--- src/rtl/alu_pkg.sv ---
// Shared ALU constants.
// Slice width for the carry-lookahead adder tree.
package alu_pkg;
  localparam int CLA_SLICE_W = 4;
endpackage

--- src/rtl/cla4_slice.sv ---
// Combinational 4-bit carry-lookahead slice.
// Carries are fully expanded sums of products; no ripple path.
module cla4_slice (
  input  logic [3:0] a,
  input  logic [3:0] b,
  input  logic       cin,
  output logic [3:0] sum,
  output logic       gg,
  output logic       pg,
  output logic       cout
);
  logic [3:0] g;
  logic [3:0] p;
  logic [4:0] c;

  assign g = a & b;
  assign p = a ^ b;

  assign c[0] = cin;
  assign c[1] = g[0]
              | (p[0] & cin);
  assign c[2] = g[1]
              | (p[1] & g[0])
              | (p[1] & p[0] & cin);
  assign c[3] = g[2]
              | (p[2] & g[1])
              | (p[2] & p[1] & g[0])
              | (p[2] & p[1] & p[0] & cin);
  assign c[4] = g[3]
              | (p[3] & g[2])
              | (p[3] & p[2] & g[1])
              | (p[3] & p[2] & p[1] & g[0])
              | (p[3] & p[2] & p[1] & p[0] & cin);

  // Group terms exclude cin so an upper level can combine them.
  assign pg = &p;
  assign gg = g[3]
            | (p[3] & g[2])
            | (p[3] & p[2] & g[1])
            | (p[3] & p[2] & p[1] & g[0]);

  assign sum  = p ^ c[3:0];
  assign cout = c[4];
endmodule

--- src/rtl/cla_adder.sv ---
// Registered WIDTH-bit carry-lookahead adder.
// 4-bit slices joined by a second lookahead level.
module cla_adder
  import alu_pkg::*;
#(
  parameter int WIDTH = 4
) (
  input  logic             clk,
  input  logic             rst,
  input  logic [WIDTH-1:0] A,
  input  logic [WIDTH-1:0] B,
  input  logic             Cin,
  output logic [WIDTH-1:0] Sum,
  output logic             Cout,
  output logic             Ovfl,
  output logic             Gg,
  output logic             Pg
);
  localparam int NS = WIDTH / CLA_SLICE_W;

  if ((WIDTH % CLA_SLICE_W) != 0 || WIDTH < CLA_SLICE_W) begin : g_bad_width
    $error("cla_adder: WIDTH must be a positive multiple of 4");
  end

  logic [NS-1:0]    gs;
  logic [NS-1:0]    ps;
  logic [NS-1:0]    cos;
  logic [NS-1:0]    cg;
  logic [WIDTH-1:0] s;
  logic             gg_n;
  logic             pg_n;
  logic             co_n;
  logic             ov_n;

  for (genvar k = 0; k < NS; k++) begin : g_slice
    cla4_slice u_slice (
      .a    (A[k*CLA_SLICE_W +: CLA_SLICE_W]),
      .b    (B[k*CLA_SLICE_W +: CLA_SLICE_W]),
      .cin  (cg[k]),
      .sum  (s[k*CLA_SLICE_W +: CLA_SLICE_W]),
      .gg   (gs[k]),
      .pg   (ps[k]),
      .cout (cos[k])
    );
  end

  // Each slice carry is an expanded product over lower groups.
  always_comb begin
    logic acc;
    logic run;
    cg[0] = Cin;
    for (int k = 0; k < NS - 1; k++) begin
      acc = 1'b0;
      run = 1'b1;
      for (int j = k; j >= 0; j--) begin
        acc = acc | (run & gs[j]);
        run = run & ps[j];
      end
      cg[k+1] = acc | (run & Cin);
    end
  end

  always_comb begin
    logic run;
    gg_n = 1'b0;
    run  = 1'b1;
    for (int j = NS - 1; j >= 0; j--) begin
      gg_n = gg_n | (run & gs[j]);
      run  = run & ps[j];
    end
    pg_n = &ps;
  end

  assign co_n = cos[NS-1];
  assign ov_n = co_n ^ (s[WIDTH-1] ^ A[WIDTH-1] ^ B[WIDTH-1]);

  always_ff @(posedge clk or posedge rst) begin
    if (rst) begin
      Sum  <= '0;
      Cout <= 1'b0;
      Ovfl <= 1'b0;
      Gg   <= 1'b0;
      Pg   <= 1'b0;
    end else begin
      Sum  <= s;
      Cout <= co_n;
      Ovfl <= ov_n;
      Gg   <= gg_n;
      Pg   <= pg_n;
    end
  end
endmodule

--- config.mk ---
export PLATFORM = sky130hd
export DESIGN_NAME = cla_adder
export DESIGN_NICKNAME = d
export VERILOG_FILES = /design/src/rtl/alu_pkg.sv /design/src/rtl/cla4_slice.sv /design/src/rtl/cla_adder.sv
export SDC_FILE = /design/constraint.sdc
export NUM_CORES = 1
export LEC_CHECK = 0
export BUFFER_PORTS_ARGS = -buffer_cell sky130_fd_sc_hd__buf_2
export CORE_AREA = 2 2 39 41
export CTS_CLUSTER_DIAMETER = 60
export DETAILED_ROUTE_END_ITERATION = 8
export DIE_AREA = 0 0 41 43
export PLACE_DENSITY_LB_ADDON = 0.25
export REMOVE_ABC_BUFFERS = 1
export SLEW_MARGIN = 0
export SYNTH_ARGS = -nofsm -noshare
export SYNTH_HDL_FRONTEND = slang
export SYNTH_SLANG_ARGS = --single-unit
--- constraint.sdc ---
create_clock -name clk -period 0.8 [get_ports clk]
set_input_delay 0.08 -clock clk [delete_from_list [all_inputs] [get_ports clk]]
set_output_delay 0.08 -clock clk [all_outputs]
set_load 0.01 [all_outputs]
; Word level (Yosys, flattened, before mapping)
; Index checks and enable logic that the tools add are counted.
[classes]
order_cmp = 0
reduce_logical = 1
muxes = 0
n_bitwise = 32
shifts = 0
n_eq_ne = 0
div = 0
mul = 0
add_sub_neg = 0
[ops]
columns = operator, count
row1 = 1-bit AND, 16
row2 = 1-bit bitwise OR, 10
row3 = 4-bit XOR, 2
row4 = 4-bit AND, 1
row5 = 4-bit AND reduction, 1
row6 = 1-bit XOR, 3
[word_totals]
ff_bits = 8
ramBits = 0
elab_cells = 38
input_bits = 11
output_inout_bits = 8
latchBits = 0
rom_bits = 0
memories = 0

; Logic depth before layout (Yosys ltp)
[depth]
word_depth = 9
depth_mapped = 5
depth_no_buf = 5

; Modules after synthesis
; From an unflattened synthesis, not the netlist that was laid out.
[unflattened]
hier_cells = 35
area_unflattened_um2 = 424.2
[modules_own_cells]
columns = module, cells_each, n_inst, area_per_inst_um2, seq_area_each_um2
row1 = cla_adder, 12, 1, 230.2, 200.2
row2 = cla4_slice, 23, 1, 193.9, 0.0

; Worst setup path after synthesis
; No wires, ideal clock.
[synth_path]
path_kind = input port to flip-flop
from = input port A[2]
to = register Ovfl
setup_ps = 125
n_path_buf = 0
arrival_time_ps = 958
required_ps = 675
path_slack_ps = -283
stages = 5
path_cell_list = ha_1 > a21oi_2 > nand3_2 > mux2i_1 > xnor2_1
[synth_via]
elab_chain_cells = 9
elab_cells_between_ends = 25
classes_between = 25 x bitwise
[synth_lines]
columns = item, line_no
row1 = start: declaration, cla_adder.sv:10  ; input logic [WIDTH-1:0] A,
row2 = 4-bit XOR, cla4_slice.sv:17  ; assign p = a ^ b;
row3 = 1-bit AND (on tied branches), "cla4_slice.sv:26, cla4_slice.sv:27, cla4_slice.sv:28"
row4 = "1-bit bitwise OR, or another cell as far along", cla4_slice.sv:26  ; | (p[2] & g[1])
row5 = 1-bit bitwise OR / 1-bit AND (equally long branches), "cla4_slice.sv:27, cla4_slice.sv:28"
row6 = 1-bit bitwise OR, cla4_slice.sv:28  ; | (p[2] & p[1] & p[0] & cin);
row7 = 4-bit XOR, cla4_slice.sv:42  ; assign sum = p ^ c[3:0];
row8 = 1-bit XOR (2 in a row), cla_adder.sv:75  ; assign ov_n = co_n ^ (s[WIDTH-1] ^ A[WIDTH-1] ^ B[WIDTH-1]);
row9 = 1-bit XOR (*), cla_adder.sv:75
row10 = net ov_n, cla_adder.sv:33  ; logic ov_n;
row11 = end signal: assignment, cla_adder.sv:87  ; Ovfl <= ov_n;
row12 = end: declaration, cla_adder.sv:15  ; output logic Ovfl,
; The timed path passes the listed nets; every way through them passes the cells marked *.

; Final worst setup path
; Ends and elaborated chain as after synthesis.

==> metrics.md <==
| Metric | Value |
|---|---|
| CP max stage delay | `0.29 ns` |
| PnR worst setup slack | `-0.0613 ns` |
| Cells after Synth | `36` |
| Layout cells sized above 1 | `0.554` |
| HPWL after DPL | `592 um` |
| Failing checks | `setup timing` |
| First-pass GRT wire length | `1260 um` |
| Clock tree buffer depth | `2` |
| Maximum VDD drop | `0.499 mV` |
| Vias in the first global route | `346` |
| Port Buffers | `18` |
| Reg clk slew, reported paths | `0.05 ns` |
| Final Instance Count excl. Fillers | `81` |
| RSZ-0062 raised after global routing | `true` |
| Internal power | `0.879 mW` |
| Post-Route WL | `755 um` |
| PwrDens | `1650 mW/mm^2` |
| Measured slew at the worst slew-check pin | `0.284 ns` |
| Net count, final | `83` |
| N_diodes | `0` |
| First-pass detailed-route iteration total | `2` |
| Wire length per cell | `9.32 um` |
| Pin count of the biggest net entering global routing | `9` |
| Std-Cell Core Area | `0.00138 sq mm` |
| Placed insts | `76` |
| CTS Sinks | `8` |
| Sequential Power Share | `0.407` |
| FP Rows | `14` |
| Routed vias/inst | `4.47` |
| Startpoint types | `input pin` |
| Num CTS Buffers | `3` |
| Max Slew Vio Count | `0` |
| Rel. slew slack | `0.810` |
| Initial Util | `0.313` |
| Grt ovf | `0` |
| Post-route core utilization | `0.522` |
| CP max FO | `4` |
| Average size of a mapped cell | `12.0 sq um` |
| Antenna-violating nets left | `0` |
| Leak | `0.372 nW` |
| F_max | `1160 MHz` |
| Sw frac | `0.262` |
| Multi-input gate area in the final layout | `264 sq um` |
| Die footprint | `0.00176 sq mm` |
| Max-cap violations | `0` |
| Mapped Area | `433 sq um` |
| Final Critical Period | `0.861 ns` |
| Synth warn | `0` |
| Delay-heaviest family, CP | `adder cells` |
| CP required | `0.97 ns` |
| GRT Total Usage | `0.108` |
| Crit path capture type | `flip-flop` |
| #FFs+latches synth | `8` |
| Clk pwr share | `0.239` |
| Final hold violation count | `0` |
| CP bufs+invs | `1` |
| Initial antenna violation count | `0` |
| P_sw | `0.313 mW` |
| Root Driver | `clkbuf_4` |
| Register area | `200 sq um` |
| CP arrival | `1.03 ns` |
| Worst Setup Path Type | `input pin to flip-flop` |
| Status | `complete, but fails checks` |
| Seq/Total Area, Yosys | `0.462` |
| Area grow syn2layout | `66.8%` |
| Vias | `362` |
| Horiz. Die Dim | `41 um` |
| Setup violations, final | `7` |
| Fin crit share | `1.08` |
| Synth unique cells | `16` |
| HP Class | `input pin to flip-flop` |
| TritonCTS clock tree | `built` |
| CTS H-tree lvls | `1` |
| Worst path slowest cell | `ha_4` |
| Residual DRC | `0` |
| Comb pwr share | `0.354` |
| Filler instances | `132` |
| CP Cell Sequence | `buf_6, ha_4, nand4_1, nand3_2, mux2i_1, xnor2_1` |
| Die Y | `43 um` |
| IO Count | `19` |
| Routability cong. | `0.687` |
| Initial drt markers | `1` |
==> repair_timing <==
action	CTS	global route
endpoints found under the setup margin	12	11
buffers inserted	1	0
gates cloned	0	0
pin swaps	6	1
gates resized for setup	12	1
hold buffers	1	0
endpoints found under the hold margin	8	0
==> registers in the layout, indices dropped and copies added (netlist names) <==
signal,cells
Pg,1
Sum,4
Ovfl,1
Cout,1
Gg,1
==> power by group through the flow <==
| stage | registers, mW | clock network, mW | logic (mW) |
|---|---|---|---|
| floorplan | 0.532 | 0 | 0.158 |
| global placement | 0.490 | 0 | 0.344 |
| detailed placement | 0.491 | 0 | 0.346 |
| CTS | 0.485 | 0.301 | 0.414 |
| global route | 0.491 | 0.320 | 0.467 |
| finish | 0.485 | 0.285 | 0.421 |
==> synthesized netlist by cell type <==
library cell,n,area share
ha_1,4,0.12
mux2i_1,1,0.023
dfrtp_1,8,0.46
nand4_1,1,0.014
a21oi_2,1,0.020
inv_1,5,0.043
nand3_1,1,0.012
nand2_1,1,0.0087
a21o_1,3,0.052
a21oi_1,1,0.012
and4_2,1,0.023
fa_1,1,0.046
xnor2_1,5,0.10
xor2_1,1,0.020
and2b_4,1,0.023
nand3_2,1,0.023
==> worst paths after layout <==
path,startpoint,endpoint,cells past startpoint
max in group asynchronous,rst,Cout,3
worst max-delay path,A[2],Ovfl,6
min in group asynchronous,rst,Gg,3
worst min-delay path,B[0],Sum[0],4
==> logic make-up after synthesis <==
| logic type | share of synthesized area |
|---|---|
| muxes | 0.0231 |
| adders and majority gates | 0.162 |
| buffers and inverters | 0.0434 |
| xor gates and xnor gates | 0.121 |
| DFF | 0.462 |
| AOI/OAI and AO/OA | 0.0838 |
| and+or+nand+nor | 0.104 |
==> metal layers <==
layer / share of wire / up-vias / GRT usage / routed length (um)
met5: 0 / - / 0 / 0
met4: 0 / 0 / 0.120 / 0
met3: 0.081 / 0 / 0 / 61
met2: 0.55 / 13 / 0.172 / 415
met1: 0.37 / 169 / 0.111 / 279
li1: - / 180 / - / -
==> final cells by class <==
| class | count | share of cell area |
|---|---|---|
| Clock buffer | 3 | 0.0312 |
| Inverter | 5 | 0.0260 |
| Multi-Input combinational cell | 23 | 0.366 |
| Sequential cell | 8 | 0.277 |
| Tap cell | 16 | 0.0277 |
| Timing Repair Buffer | 26 | 0.272 |
==> through the flow <==
| step | setup TNS (ns) | cell area [sq um] | hold WS (ns) | setup slack [ns] | total power, mW |
|---|---|---|---|---|---|
| after floorplan | -0.869 | 433 | -0.104 | -0.283 | 0.690 |
| after global placement | -1.99 | 588 | 0.0218 | -0.414 | 0.833 |
| after detailed placement | -2.01 | 588 | 0.0318 | -0.423 | 0.837 |
| after CTS | -0.209 | 716 | 0.225 | -0.0412 | 1.20 |
| after global routing | -0.454 | 722 | 0.246 | -0.113 | 1.28 |
| final | -0.118 | 722 | 0.227 | -0.0613 | 1.19 |
==> tightest hold or removal path, delay by kind of cell <==
family                     cells  cell delay, ns
adders and majority gates      1            0.15
buffers and inverters          3            0.20
==> cells in the final DEF, fill, tap and decap left out <==
cell type,instances
a21oi_4,1
inv_1,5
fa_1,1
buf_4,7
clkbuf_4,3
xor2_1,1
dlygate4sd3_1,1
and2b_4,1
ha_1,1
nand3_2,2
xnor2_1,5
buf_2,11
ha_4,3
buf_6,7
nand2_1,1
and4_2,1
a21o_1,3
mux2i_1,1
nand4_1,1
dfrtp_1,8
a21oi_1,1
No activity file was read; power rests on OpenSTA's default activity.
